[src/rtl/prospect_car_detector_pkg.sv]
// Shared encodings for the Prospect car detector: light codes and detector FSM states.
package prospect_car_detector_pkg;

   localparam logic [2:0] GRN = 3'b100;
   localparam logic [2:0] YLW = 3'b010;
   localparam logic [2:0] RED = 3'b001;

   typedef enum logic [1:0] {
      DET_IDLE  = 2'd0,
      DET_CALL  = 2'd1,
      DET_SERVE = 2'd2
   } det_state_t;

endpackage

[src/rtl/prospect_car_detector_sync_debounce.sv]
// Two-flop synchroniser, run-length debounce and a one-cycle pulse that follows each
// debounced rise (rise is high in the first cycle that dout is high).
module sync_debounce
#(
   parameter int DEBOUNCE_CYC = 2
)(
   input  logic clk,
   input  logic rst,
   input  logic din,
   output logic dout,
   output logic rise
);

   localparam int CNT_W = (DEBOUNCE_CYC > 1) ? $clog2(DEBOUNCE_CYC) : 1;
   localparam logic [CNT_W-1:0] CNT_LAST = CNT_W'(DEBOUNCE_CYC - 1);

   logic             r_meta;
   logic             r_sync;
   logic             r_deb;
   logic             r_rise;
   logic [CNT_W-1:0] r_cnt;

   always_ff @(posedge clk or negedge rst) begin
      if (!rst) begin
         r_meta <= 1'b0;
         r_sync <= 1'b0;
         r_deb  <= 1'b0;
         r_rise <= 1'b0;
         r_cnt  <= '0;
      end else begin
         r_meta <= din;
         r_sync <= r_meta;
         r_rise <= 1'b0;
         if (r_sync == r_deb) begin
            r_cnt <= '0;
         end else if (r_cnt == CNT_LAST) begin
            r_deb  <= r_sync;
            r_cnt  <= '0;
            r_rise <= r_sync;
         end else begin
            r_cnt <= r_cnt + 1'b1;
         end
      end
   end

   assign dout = r_deb;
   assign rise = r_rise;

endmodule

[src/rtl/prospect_car_detector.sv]
// Prospect loop detector: debounced call latch toward Stoplight plus stuck-sensor flag.
// Optional saturating car counter enabled by defining CAR_COUNT_EN.
module prospect_car_detector
   import prospect_car_detector_pkg::*;
#(
   parameter int DEBOUNCE_CYC = 2,
   parameter int STUCK_CYC    = 24
`ifdef CAR_COUNT_EN
 , parameter int COUNT_W      = 8
`endif
)(
   input  logic               clk,
   input  logic               rst,
   input  logic               loop_raw,
   input  logic [2:0]         light_pros,
   output logic               car_present,
   output logic               sensor_fault
`ifdef CAR_COUNT_EN
 , output logic [COUNT_W-1:0] car_count
`endif
);

   localparam int SCNT_W = $clog2(STUCK_CYC + 1);
   localparam logic [SCNT_W-1:0] SCNT_MAX = SCNT_W'(STUCK_CYC);

   logic              w_deb;
   logic              w_rise;
   logic              w_light_legal;
   det_state_t        w_state_next;
   det_state_t        r_state;
   logic              r_car_present;
   logic              r_fault;
   logic [SCNT_W-1:0] r_scnt;

   sync_debounce #(.DEBOUNCE_CYC(DEBOUNCE_CYC)) u_sync_debounce (
      .clk  (clk),
      .rst  (rst),
      .din  (loop_raw),
      .dout (w_deb),
      .rise (w_rise)
   );

   assign w_light_legal = (light_pros == GRN) || (light_pros == YLW) || (light_pros == RED);

   // A corrupted (non one-hot) light code freezes the FSM rather than guessing.
   always_comb begin
      w_state_next = r_state;
      if (w_light_legal) begin
         case (r_state)
            DET_IDLE:  if (w_deb && (light_pros != GRN)) w_state_next = DET_CALL;
            DET_CALL:  if (light_pros == GRN)            w_state_next = DET_SERVE;
            DET_SERVE: if (light_pros == RED)            w_state_next = DET_IDLE;
            default:                                     w_state_next = DET_IDLE;
         endcase
      end
   end

   always_ff @(posedge clk or negedge rst) begin
      if (!rst) begin
         r_state       <= DET_IDLE;
         r_car_present <= 1'b0;
      end else begin
         r_state       <= w_state_next;
         r_car_present <= (w_state_next == DET_CALL);
      end
   end

   // Fault is gated by the live debounced level so it drops on the edge after deb falls.
   always_ff @(posedge clk or negedge rst) begin
      if (!rst) begin
         r_scnt  <= '0;
         r_fault <= 1'b0;
      end else begin
         r_fault <= w_deb && (r_scnt == SCNT_MAX);
         if (!w_deb) begin
            r_scnt <= '0;
         end else if (r_scnt != SCNT_MAX) begin
            r_scnt <= r_scnt + 1'b1;
         end
      end
   end

   assign car_present  = r_car_present;
   assign sensor_fault = r_fault;

`ifdef CAR_COUNT_EN
   logic [COUNT_W-1:0] r_count;

   always_ff @(posedge clk or negedge rst) begin
      if (!rst) begin
         r_count <= '0;
      end else if (w_rise && (r_count != '1)) begin
         r_count <= r_count + 1'b1;
      end
   end

   assign car_count = r_count;
`else
   logic w_unused_rise;
   assign w_unused_rise = w_rise;
`endif

endmodule
[config.mk]
export PLATFORM = sky130hd
export DESIGN_NAME = prospect_car_detector
export DESIGN_NICKNAME = d
export VERILOG_FILES = /design/src/rtl/prospect_car_detector_pkg.sv /design/src/rtl/prospect_car_detector_sync_debounce.sv /design/src/rtl/prospect_car_detector.sv
export SDC_FILE = /design/constraint.sdc
export NUM_CORES = 1
export LEC_CHECK = 0
export ABC_CLOCK_PERIOD_IN_PS = 1300
export BUFFER_PORTS_ARGS = -buffer_cell sky130_fd_sc_hd__buf_2
export CORE_AREA = 5 5 42 44
export DETAILED_ROUTE_END_ITERATION = 10
export DIE_AREA = 0 0 47 49
export HOLD_SLACK_MARGIN = 0.08
export PLACE_DENSITY = 0.69
export SLEW_MARGIN = 25
export SYNTH_ARGS = -nofsm -noshare
export SYNTH_HDL_FRONTEND = slang
export SYNTH_SLANG_ARGS = --single-unit
export TNS_END_PERCENT = 30
[constraint.sdc]
create_clock -name clk -period 1.3 [get_ports clk]
set_input_delay 0.26 -clock clk [delete_from_list [all_inputs] [get_ports clk]]
set_output_delay 0.26 -clock clk [all_outputs]
set_load 0.03 [all_outputs]
Word level (Yosys, flattened, before mapping)
Cells that the tools add are included.

cells by class
  $add $sub $neg = 2
  eq/ne operators = 11
  bitwise gates (word level) = 1
  mux-type cells = 9
  reductions and logical operators = 6

operators by type and width
  operator                                                         number
  5-bit two-way mux                                                2
  2-bit two-way mux                                                4
  2-bit case mux with 3 select lines                               1
  5-bit by 1-bit adder with 5-bit output, second input constant    1
  5-bit == test, second input constant                             1
  5-bit inequality test, second input constant                     1
  2-bit by 1-bit == test with 1-bit output, second input constant  2
  3-bit by 1-bit == test with 1-bit output, second input constant  1
  3-bit by 2-bit == test with 1-bit output, second input constant  1
  3-bit == test, second input constant                             1
  3-bit inequality test, second input constant                     1
  2-bit == test, second input constant                             1
  1-bit logical AND                                                2
  2-bit logical NOT                                                1
  1-bit logical OR                                                 2
  1-bit two-way mux                                                2
  2-bit inequality test, second input constant                     1
  2-bit AND reduction                                              1
  1-bit adder, second input constant                               1
  1-bit == test                                                    1
  1-bit inverter                                                   1

word-level totals
  word-level logic and storage cells = 37
  register bits = 13
  input port bits = 6

Logic depth before layout (Yosys ltp)
  depth in word-level cells = 6
  mapped depth = 6

By module
A second synthesis with hierarchy kept.

second synthesis, totals
  cells, all modules = 56
  area, all modules = 615.6 um2

modules (own cells, without submodules)
  module                 times used  area an instance (um2)  cells each  sequential area each (um2)
  prospect_car_detector  1           461.7                   45          225.2
  sync_debounce          1           153.9                   11          125.1

Worst setup path before layout
OpenSTA, ideal clock, no wires.

  path kind = register -> register
  start point = register r_scnt[0]
  end point = register r_scnt[1]
  required time = 1179 ps
  cell stages (with the launch flop) = 6
  data arrival time = 982 ps
  clock period less this slack = 1104 ps
  library setup time = 121 ps
  setup slack = 196 ps
  path buffers = 0
  cell sequence = dfrtp_1 -> inv_1 -> ha_1 -> nand4b_1 -> a21oi_1 -> nor2_1

between the ends
  word-level cells in the longest chain between the ends = 3
  elaborated cells between the ends (all ways) = 5

RTL lines
  element                                 line                         text
  start: declaration                      prospect_car_detector.sv:33  logic [SCNT_W-1:0] r_scnt;
  start signal: assignment                prospect_car_detector.sv:78  r_scnt <= r_scnt + 1'b1;
  5-bit by 1-bit adder with 5-bit output  prospect_car_detector.sv:78
  5-bit two-way mux                       prospect_car_detector.sv:77  end else if (r_scnt != SCNT_MAX) begin
  5-bit two-way mux                       prospect_car_detector.sv:75  if (!w_deb) begin

Several ways; a longest one is shown, not always the timed one. The select of a mux whose other input is x is not followed.
A chain may end at the register's enable or synchronous reset.

Final worst setup path
  start point = register r_scnt[0]
  end point = register r_scnt[0]

Same word-level chain as after synthesis.

==> impl_results.md <==
* Status: complete, no violations
* R2r worst-path depth at 5
* Area delta synth->final at 20.9%
* Grt peak-use layer: met2
* Area of the multi-input gates at between 200 and 250 um^2
* Worst path arrival time at approximately 1.4 ns
* # resized after CTS at 0
* Met1 usage at 0.114
* Yosys reg bits at 13
* CTS H-tree depth at 1
* Fin area at around 670 um^2
* Iteration-0 DRC Markers at 5
* DP HPWL at slightly above 600 um
* Sequential element share of the synthesized area at 0.584
* Avg WL per Cell at around 11 um
* Mean Syn Cell Area at around 11 um^2
* HP Class: in2reg
* DIE WIDTH at 47 um
* Port bufs at 7
* CTS tree: yes
* Fillers at approximately 130
* Crit path max-delay family: flip-flops
* Overall Power at ~0.0011 W
* Min-Delay Path Depth at 3
* Vias per cell at around 4.7
* DRT Pass-1 Iters at 4
* Global-route wire length before repair at about 1400 um
* Yosys cell types at 19
* Post-Synthesis Cells at 50
* Yosys top cell area share at 0.584
* Sequential fraction of design power at 0.501
* Row count at 14
* Clock buffer depth at 2
* Logic pwr share at 0.287
* Clk root buf: clkbuf_4
* Critical path fanouts, max at 5
* FF/Latch Area at approximately 330 um^2
* Nets@finish at 74
* Slew headroom at 0.813
* Grt met3 use at 0.0332
* Fin crit period at 1.23 ns
* Final Non-Filler Cells at between 80 and 90
* Initial antenna violation count at 0
* Vias in the first global route at 330
* TritonCTS Sinks at 13
* Die Span Y at about 49 um
* RePlAce Congestion at between 0.7 and 0.8
* Final Hold Violating Endpoints at 0
* Crit share post-route at 0.944
* Area contributors post-synth: dfrtp_1 (58%), xor2_1 (6.3%), nor2_1 (4.7%)
* Initial core utilization at 0.397
* All-layer global routing usage at 0.0925
* Post-Synthesis Cell Area at 557 um^2
* CTS clk-pin slew, worst paths at around 0.070 ns
* WP data required at 1.46 ns
* Grt ovf at 0
* Worst slew pin tran at 0.281 ns
* Setup crit start kind: register
* Skew final at slightly above 0.004 ns
* WP depth at 5
* Maximum vdd drop at ~0.92 mV
* DRC errors left at 0
* Worst path slowest cell: dfrtp_1
* Max-Cap Viols at 0
* Clk_lat worst skew at roughly 0.27 ns
* Switching share of power at 0.322
* Largest area contributor in the netlist: dfrtp_1
* Setup violators final at 0
* TritonCTS buffer count at 3
* GR Util met2 at 0.120
* Cell-internal power at 0.000775 W
* Static leakage at between 0.3 and 0.4 nW
* Fin. max-slew vios at 0
* Share of layout cells above drive strength 1 at 0.200
* Core area at 1400 um^2
* Kind of critical path: reg2reg
* Worst Setup End Kind: register
* Achievable Freq at about 0.81 GHz
* Routed Antenna Nets at 0
* Post-Place Cells at 73
* N_diodes at 0
* Largest net degree at the start of global routing at 14
* Max incr delay on CP at a little over 0.4 ns
* Routed vias at approximately 380
* CP bufs+invs at 1
* Crit-path cells: inv_1, ha_1, nand4b_1, xnor2_1, nor2_1
* Unrepaired setup endpoints after global routing: no
* Number of synthesis warnings at 0
* TNS Setup at 0 ns
* Sw Pwr at about 0.00037 W
* Placement Cell Area at ~600 um^2
* Die area at approximately 2300 um^2
* Synth Net Count at 58
* PwrDens at 1700 nW/um^2
* IO Pins at 8
* Clk network pwr share at 0.212
* Final WL at between 800 and 900 um
-- sequential cells by signal, summed over array words and instances, names as in the netlist --
name	flops
u_sync_debounce.dout	1
sensor_fault	1
u_sync_debounce.r_cnt	1
u_sync_debounce.r_meta	1
r_state	2
u_sync_debounce.r_sync	1
car_present	1
r_scnt	5
-- final cells by class --
cell class / count / area share
Tap cell: 16 / 0.0297
Inverter: 3 / 0.0167
Sequential cell: 13 / 0.483
Clock buffer: 4 / 0.0390
Timing Repair Buffer: 11 / 0.104
Multi-Input combinational cell: 34 / 0.327
-- placed cells by master, fill, tap and decap left out, drive strengths merged --
cell type and count:
a21o 2, a21oi 3, and2b 1, and3 1, buf 9, clkbuf 4, dfrtp 13, dlygate4sd3 2
ha 2, inv 3, nand2 3, nand3 2, nand4b 1, nor2 7, nor4 1, o211ai 2
o21a 1, o21ai 2, xnor2 2, xor2 4
-- synthesized netlist by cell type --
cell type	count
dfrtp_1	13
nor2_1	7
xor2_1	4
inv_1	3
nand2_1	3
a21o_1	2
a21oi_1	2
ha_1	2
nand3_1	2
o211ai_1	2
xnor2_1	2
a21oi_2	1
and2b_1	1
and3_1	1
nand4b_1	1
nor4_1	1
o21a_1	1
o21ai_0	1
o21ai_1	1
-- worst paths after layout --
check	start	end	slack (ns)
worst max register to register	r_scnt[0]$_DFFE_PN0N_	r_scnt[0]$_DFFE_PN0N_	0.07
worst min-delay path	light_pros[2]	r_state[0]$_DFF_PN0_	0.30
worst min register to register	u_sync_debounce.r_meta$_DFF_PN0_	u_sync_debounce.r_sync$_DFF_PN0_	0.35
min in group asynchronous	rst	car_present$_DFF_PN0_	0.41
max in group asynchronous	rst	sensor_fault$_DFF_PN0_	0.67
worst max-delay path	r_scnt[0]$_DFFE_PN0N_	r_scnt[0]$_DFFE_PN0N_	0.07
-- power groups by stage --
stage	clock [W]	combinational, W	sequential [W]
floorplan	0	0.000191	0.000585
global placement	0	0.000267	0.000586
detailed placement	0	0.000270	0.000587
CTS	0.000257	0.000277	0.000580
global route	0.000282	0.000365	0.000583
finish	0.000242	0.000328	0.000572
-- metrics by stage --
stage	util	worst slack, ns	hold WS [ns]
finish	0.480	0.0723	0.301
global route	0.480	0.0112	0.306
CTS	0.470	0.0867	0.291
detailed placement	0.437	0.0988	0.154
global placement	0.437	0.115	0.153
floorplan	-	0.196	-0.0356
-- logic make-up after synthesis --
logic type,synth area share
buffers and inverters,0.0202
adders and majority gates,0.0449
DFF,0.584
AOI/OAI and AO/OA,0.119
xor gates and xnor gates,0.0944
and+or+nand+nor,0.137
-- routing by layer --
layer	share of wire	vias to the layer above
met1	0.45	175
li1	-	197
met5	0	-
met4	0.040	0
met3	0.039	3
met2	0.47	7
-- worst min-delay path: cells and delay by family --
kind / cells / cell delay [ns]
compound gates: 2 / 0.16
buf+inv: 1 / 0.12
-- repair_timing --
item / CTS / global route
hold buffers: 2 / 0
hold endpoints to repair: 14 / 0
buffers inserted: 0 / 2
endpoints found under the setup margin: 0 / 2
No activity file was read; power rests on OpenSTA's default activity.
